$ cat config.mk
export PLATFORM = sky130hd
export DESIGN_NAME = gray_wptr_full_flat
export DESIGN_NICKNAME = d
export VERILOG_FILES = /design/src/rtl/gray_wptr_full_if.sv /design/src/rtl/gray_wptr_full.sv /design/src/flat_wrapper.sv
export SDC_FILE = /design/constraint.sdc
export NUM_CORES = 1
export LEC_CHECK = 0
export ABC_CLOCK_PERIOD_IN_PS = 1990
export CORE_MARGIN = 2
export CORE_UTILIZATION = 40
export CTS_CLUSTER_DIAMETER = 120
export DETAILED_ROUTE_END_ITERATION = 6
export PLACE_DENSITY = 0.73
export SYNTH_ARGS = -nofsm -noshare
export SYNTH_HDL_FRONTEND = slang
export SYNTH_SLANG_ARGS = --single-unit
$ cat constraint.sdc
create_clock -name clk -period 1.99 [get_ports clk]
set_input_delay 0.2985 -clock clk [delete_from_list [all_inputs] [get_ports clk]]
set_output_delay 0.2985 -clock clk [all_outputs]
set_load 0.1 [all_outputs]
$ cat src/rtl/gray_wptr_full_if.sv
// Write-side pointer bundle of the async FIFO: producer push request, read-pointer input,
// and the address, Gray pointer and flag outputs of gray_wptr_full.
interface gray_wptr_full_if #(
  parameter int ADDR_WIDTH = 4
);
  logic                  wr_en;
  logic [ADDR_WIDTH:0]   rd_ptr_gray;
  logic [ADDR_WIDTH-1:0] wr_addr;
  logic [ADDR_WIDTH:0]   wr_ptr_gray;
  logic [ADDR_WIDTH:0]   rd_ptr_gray_sync;
  logic                  push;
  logic                  full;
  logic                  almost_full;
  logic                  overflow;

  modport master (
    output wr_en, rd_ptr_gray,
    input  wr_addr, wr_ptr_gray, rd_ptr_gray_sync, push, full, almost_full, overflow
  );

  modport slave (
    input  wr_en, rd_ptr_gray,
    output wr_addr, wr_ptr_gray, rd_ptr_gray_sync, push, full, almost_full, overflow
  );
endinterface

$ cat src/rtl/gray_wptr_full.sv
// Write-domain pointer stage of the async FIFO: binary/Gray write pointer, read-pointer
// synchroniser, full and overflow flags. Define FIFO_ALMOST_FULL_EN to build almost_full.
module gray_wptr_full #(
  parameter int ADDR_WIDTH  = 4,
  parameter int SYNC_STAGES = 2,
  parameter int AF_THRESH   = 2
) (
  input logic             clk,
  input logic             rst,
  gray_wptr_full_if.slave bus
);
  localparam int PW    = ADDR_WIDTH + 1;
  localparam int DEPTH = 2 ** ADDR_WIDTH;

  logic [PW-1:0] wbin, wbin_next;
  logic [PW-1:0] wgray, wgray_next;
  logic [PW-1:0] sync_q [SYNC_STAGES];
  logic [PW-1:0] rq, full_cmp;
  logic          full_q, full_next;
  logic          overflow_q;

  assign rq       = sync_q[SYNC_STAGES-1];
  assign bus.push = bus.wr_en & ~full_q;

  // Full when the next write pointer equals the read pointer with both Gray MSBs inverted.
  always_comb begin
    wbin_next  = wbin + PW'(bus.push);
    wgray_next = (wbin_next >> 1) ^ wbin_next;
    full_cmp   = {~rq[PW-1:PW-2], rq[PW-3:0]};
    full_next  = (wgray_next == full_cmp);
  end

  // NOTE: non-blocking assignments so each stage captures its predecessor's pre-edge value;
  // the chain is ordinary flops, so it takes the async reset like the rest of the state.
  always_ff @(posedge clk or posedge rst) begin
    if (rst) begin
      for (int i = 0; i < SYNC_STAGES; i++) sync_q[i] <= '0;
    end else begin
      sync_q[0] <= bus.rd_ptr_gray;
      for (int i = 1; i < SYNC_STAGES; i++) sync_q[i] <= sync_q[i-1];
    end
  end

  always_ff @(posedge clk or posedge rst) begin
    if (rst) begin
      wbin       <= '0;
      wgray      <= '0;
      full_q     <= 1'b0;
      overflow_q <= 1'b0;
    end else begin
      wbin       <= wbin_next;
      wgray      <= wgray_next;
      full_q     <= full_next;
      overflow_q <= bus.wr_en & full_q;
    end
  end

  assign bus.wr_addr          = wbin[ADDR_WIDTH-1:0];
  assign bus.wr_ptr_gray      = wgray;
  assign bus.rd_ptr_gray_sync = rq;
  assign bus.full             = full_q;
  assign bus.overflow         = overflow_q;

`ifdef FIFO_ALMOST_FULL_EN
  logic [PW-1:0] rbin_sync;
  logic [PW-1:0] used;
  logic          af_q;

  // Gray-to-binary: each binary bit is the XOR of all Gray bits at or above it.
  always_comb begin
    rbin_sync = '0;
    for (int i = 0; i < PW; i++) rbin_sync[i] = ^(rq >> i);
    used = wbin_next - rbin_sync;
  end

  always_ff @(posedge clk or posedge rst) begin
    if (rst) af_q <= 1'b0;
    else     af_q <= (used >= PW'(DEPTH - AF_THRESH));
  end

  assign bus.almost_full = af_q;
`else
  assign bus.almost_full = 1'b0;
`endif
endmodule
$ cat src/flat_wrapper.sv
// flat-port wrapper written by rule: the top's interface ports become plain ports
module gray_wptr_full_flat 
#(
  parameter int ADDR_WIDTH  = 4,
  parameter int SYNC_STAGES = 2,
  parameter int AF_THRESH   = 2
)
  (clk, rst, bus_wr_en, bus_rd_ptr_gray, bus_wr_addr, bus_wr_ptr_gray, bus_rd_ptr_gray_sync, bus_push, bus_full, bus_almost_full, bus_overflow);
  gray_wptr_full_if #(.ADDR_WIDTH(ADDR_WIDTH)) bus_i ();
  input logic clk;
  input logic rst;
  input wire logic [$bits(bus_i.wr_en)-1:0] bus_wr_en;
  input wire logic [$bits(bus_i.rd_ptr_gray)-1:0] bus_rd_ptr_gray;
  output wire logic [$bits(bus_i.wr_addr)-1:0] bus_wr_addr;
  output wire logic [$bits(bus_i.wr_ptr_gray)-1:0] bus_wr_ptr_gray;
  output wire logic [$bits(bus_i.rd_ptr_gray_sync)-1:0] bus_rd_ptr_gray_sync;
  output wire logic [$bits(bus_i.push)-1:0] bus_push;
  output wire logic [$bits(bus_i.full)-1:0] bus_full;
  output wire logic [$bits(bus_i.almost_full)-1:0] bus_almost_full;
  output wire logic [$bits(bus_i.overflow)-1:0] bus_overflow;
  assign bus_i.wr_en = bus_wr_en;
  assign bus_i.rd_ptr_gray = bus_rd_ptr_gray;
  assign bus_wr_addr = bus_i.wr_addr;
  assign bus_wr_ptr_gray = bus_i.wr_ptr_gray;
  assign bus_rd_ptr_gray_sync = bus_i.rd_ptr_gray_sync;
  assign bus_push = bus_i.push;
  assign bus_full = bus_i.full;
  assign bus_almost_full = bus_i.almost_full;
  assign bus_overflow = bus_i.overflow;
  gray_wptr_full #(.ADDR_WIDTH(ADDR_WIDTH), .SYNC_STAGES(SYNC_STAGES), .AF_THRESH(AF_THRESH)) u_core (.clk(clk), .rst(rst), .bus(bus_i));
endmodule
# Word-level counts from Yosys, hierarchy flattened
# Index checks and enable logic that the tools add are counted.
[totals] reg_bits=22 in_bits=8 output_inout_bits=18
[classes] n_addsub=1 n_eq_ne=1 n_bitwise=5
[ops] cell="adder 5 x 1 -> 5 bit" count=1
[ops] cell="equality test 5 bit" count=1
[ops] cell="bitwise XOR 4 x 5 -> 5 bit" count=1
[ops] cell="bitwise AND 1 bit" count=2
[ops] cell="inverter 2 bit" count=1
[ops] cell="inverter 1 bit" count=1

# Depth between registers and ports, before layout
[logic_depth] depth_word=5 depth_mapped=8 depth_no_buf=8

# Worst setup path before layout
# Ideal clock, no wire load.
[synth_timing] path_kind="reg2reg" from="register u_core.full_q (netlist: u_core.bus.full)" to="register u_core.full_q (netlist: u_core.bus.full)" setup_time_ns=0.082 arrival_time_ns=4.043 t_required_ns=1.908 slack_ns=-2.135 stages_incl_launch_ff=9 period_less_slack_ns=4.125 path_cell_list="dfrtp_1 > nor2b_1 > ha_1 > ha_1 > and4b_1 > o21a_1 > or3_1 > a211o_1 > a22oi_2"
[synth_via] elab_chain_cells=5
[synth_rtl] element="from (decl)" line_no="gray_wptr_full.sv:19" source="logic full_q, full_next;"
[synth_rtl] element="from (signal assigned)" line_no="gray_wptr_full.sv:53" source="full_q <= full_next;"
[synth_rtl] element="inverter 1 bit" line_no="gray_wptr_full.sv:23" source="assign bus.push = bus.wr_en & ~full_q;"
[synth_rtl] element="bitwise AND 1 bit" line_no="gray_wptr_full.sv:23"
[synth_rtl] element="net bus_push" line_no="flat_wrapper.sv:17" source="output wire logic [$bits(bus_i.push)-1:0] bus_push;"
[synth_rtl] element="adder 5 x 1 -> 5 bit" line_no="gray_wptr_full.sv:27" source="wbin_next = wbin + PW'(bus.push);"
[synth_rtl] element="bitwise XOR 4 x 5 -> 5 bit" line_no="gray_wptr_full.sv:28" source="wgray_next = (wbin_next >> 1) ^ wbin_next;"
[synth_rtl] element="equality test 5 bit" line_no="gray_wptr_full.sv:30" source="full_next = (wgray_next == full_cmp);"
[synth_rtl] element="net u_core.full_next" line_no="gray_wptr_full.sv:19"
# The timed path passes the listed nets, and every way through them passes these cells.

# Worst setup path after layout
[layout_timing] from="input port bus_wr_en" to="register u_core.full_q (netlist: u_core.bus.full)"
[layout_via] elab_chain_cells=4
[layout_rtl] element="from (decl)" line_no="flat_wrapper.sv:12" source="input wire logic [$bits(bus_i.wr_en)-1:0] bus_wr_en;"
[layout_rtl] element="bitwise AND 1 bit" line_no="gray_wptr_full.sv:23"
[layout_rtl] element="adder 5 x 1 -> 5 bit" line_no="gray_wptr_full.sv:27"
[layout_rtl] element="bitwise XOR 4 x 5 -> 5 bit" line_no="gray_wptr_full.sv:28"
[layout_rtl] element="equality test 5 bit" line_no="gray_wptr_full.sv:30"
[layout_rtl] element="net u_core.full_next" line_no="gray_wptr_full.sv:19"
# The timed path passes the listed nets, and every way through them passes these cells.

==> impl_metrics.py <==
metrics = {
    "detailed_routing": {
        "wl_per_cell_microns": 11.70,
        "route.detailed.drc": 0,
        "dr.pass1.iters": 2,
        "vias": 569,
        "wl_microns": 1462,
        "viasPerCell": 4.552,
        "drt_iter0_drc": 5,
        "ant_nets": 0,
    },
    "setup_path": {
        "critPathArrivalTime_ns": 2.38,
        "cp-start-kind": "primary input",
        "criticalPathCategory": "primary input to register",
        "cp.required_ns": 2.21,
        "worstRegToRegCells": 8,
        "cpMostUsedCell": "ha_4",
        "slowest_stage": "clkdlybuf4s50_1",
        "cp-end-kind": "register",
        "path_cells": "clkdlybuf4s50_1 > nor2b_4 > ha_4 > ha_4 > buf_4 > a21boi_0 > o21a_1 > or3_4 > a211o_1 > a22oi_2",
        "cp_max_fo": 2,
        "slowest_delay_ns": 0.41,
    },
    "cts": {
        "cts_tree": "done",
        "clkSinkCount": 21,
        "clk_pin_slew_worst_paths_ns": 0.11,
        "cts_buffers": 3,
        "clk_root_buffer_cell": "clkbuf_4",
        "worstSkewPairLatency_ns": 0.29,
        "ctsHtreeMaxLevel": 1,
        "cts_buffer_depth": 2,
    },
    "floorplan": {
        "fp.dieH_microns": 49.78,
        "die_w_microns": 49.78,
        "row_count": 16,
        "io_pins": 26,
        "core_sq_um": 1962,
        "die_area_sq_um": 2478,
        "start_util_pct": 42.73,
    },
    "final_layout": {
        "multi_input_area_sq_um": 305.3,
        "final_core_util_pct": 61.35,
        "drive_above_1_share_pct": 41.84,
        "nFillCells": 172,
        "nets": 109,
        "diodes": 0,
        "layout_commonest_cell": "buf_4",
        "final-seq-area_sq_um": 529.3,
        "layout_common_cells": "buf_4, dfrtp_1, clkdlybuf4s50_1, xnor2_1, xor2_1",
        "synthToLayoutAreaGrowth_pct": 43.58,
    },
    "sta": {
        "fmax_mhz": 462.6,
        "fin_skew_ns": 0.003076,
        "fin_ws_ns": -0.1715,
        "maxSlewViolCount": 0,
        "finalHoldViolations": 0,
        "rsz0062_at_grt": "true",
        "setup_viol": 1,
        "period_needed_ns": 2.162,
        "hold_slack_ns": 0.3150,
        "setup-tns-final_ns": -0.1715,
        "finalCritPeriodShare_pct": 108.6,
    },
    "placed_design": {
        "numPortBuffers": 24,
        "dp_hpwl_microns": 1147,
        "dp_worst_setup_slack_ns": -0.4721,
        "place_congestion": 0.7319,
    },
    "yosys": {
        "synth_nets": 74,
        "yosys.area.top_type": "dfrtp_1",
        "synth.distinct_cells": 25,
        "ys_seq_area_share_pct": 62.69,
        "syn_avg_cell_area_sq_um": 13.10,
        "postSynthCellCount": 64,
        "synth_area_leaders": "dfrtp_1, buf_4, xnor2_1",
        "netlist_area_sq_um": 838.3,
        "yosys_warnings": 0,
        "yosys_register_bits": 21,
        "netlist.area_leader.share_pct": 62.69,
    },
    "run_status": {
        "violations": "setup timing",
        "status": "complete, but fails checks",
    },
    "global_routing": {
        "grt_pass1_vias": 562,
        "antenna_found_initial": 0,
        "grt_pass1_wl_microns": 2546,
        "grt_max_degree": 22,
        "grt_usage_pct": 14.04,
        "grt_remaining_overflow": 0,
    },
    "flow_run": {
        "maxCapViolations": 0,
    },
    "worst_hold_path": {
        "hold_path.class": "primary input to asynchronous set/reset pin",
    },
}
==> path summary, 6_finish.rpt <==
| check | slack (ns) | startpoint | end |
|---|---|---|---|
| max in group asynchronous | 1.44 | rst | u_core.bus.full |
| min reg2reg | 0.36 | u_core.sync_q[8] | u_core.bus.rd_ptr_gray_sync[3] |
| min in group clk | 0.36 | u_core.sync_q[8] | u_core.bus.rd_ptr_gray_sync[3] |
| min | 0.31 | rst | u_core.bus.wr_ptr_gray[1] |
| max | -0.17 | bus_wr_en | u_core.bus.full |
| max reg2reg | -0.16 | u_core.bus.full | u_core.bus.full |
==> stage by stage <==
step / area, sq um / std cells
floorplan: 874.6 / 64
global placement: 1156 / 120
detailed placement: 1156 / 120
CTS: 1184 / 124
global route: 1204 / 125
finish: 1204 / 125
==> what timing repair did <==
item                                    CTS  global route
endpoints found under the setup margin    1             1
endpoints found under the hold margin     0             0
hold buffers                              0             0
buffers inserted                          0             1
gates resized for setup                   0             2
pin swaps                                 0             3
==> critical path: cells and delay by family <==
family	cells	cell delay, ns
adders and majority gates	2	0.31
AOI/OAI and AO/OA	4	0.76
buffers and inverters	2	0.54
and+or+nand+nor	2	0.47
==> cells by family (layout without fill, tap and decap cells) <==
logic type,count (synthesis),after routing,synth area share [%]
AO/OA/AOI/OAI,8,8,7.015
other,1,1,0.4473
XOR/XNOR,10,10,11.34
AND/OR/NAND/NOR,14,14,9.256
buffers and inverters,8,42,6.269
flip-flops,21,21,62.69
adder cells (fa/ha/maj),2,2,2.985
==> cell type report <==
type,instances,area share (%)
clock inverter,1,0.4158
multi-input combinational,35,25.36
sequential,21,43.97
clock buffer,3,1.871
timing repair buffer,36,24.95
inverter,2,0.6237
tap,27,2.807
==> flip-flops by register name (all words and copies together), names as in the netlist <==
signal                       flops
u_core.bus.wr_ptr_gray           4
u_core.sync_q                    5
u_core.bus.full                  1
u_core.bus.overflow              1
u_core.wbin                      5
u_core.bus.rd_ptr_gray_sync      5
==> routing by layer <==
metal / track usage, % / routed length (microns)
met5: 0 / 0
met1: 17.56 / 629
met4: 8.333 / 14
met3: 3.030 / 71
met2: 22.22 / 746
==> cells in the mapped netlist <==
library cell and count:
ha_1 2, inv_1 2, xor2_2 1, a31oi_1 1, nand2b_1 1, conb_1 1, xnor2_1 5, o21a_1 1
nand3_1 3, dfrtp_1 21, and4b_1 1, a21oi_1 1, o21ai_0 1, nor2b_1 1, buf_4 6, o22ai_1 1
nand2_1 2, or3_1 2, xor2_1 4, nor2_1 2, a22oi_2 1, a211o_1 1, and2_1 1, a21boi_0 1
nand4_1 1
Power is not shown: default switching activity piles up to over one toggle a cycle in this logic, so the estimate is an artifact.
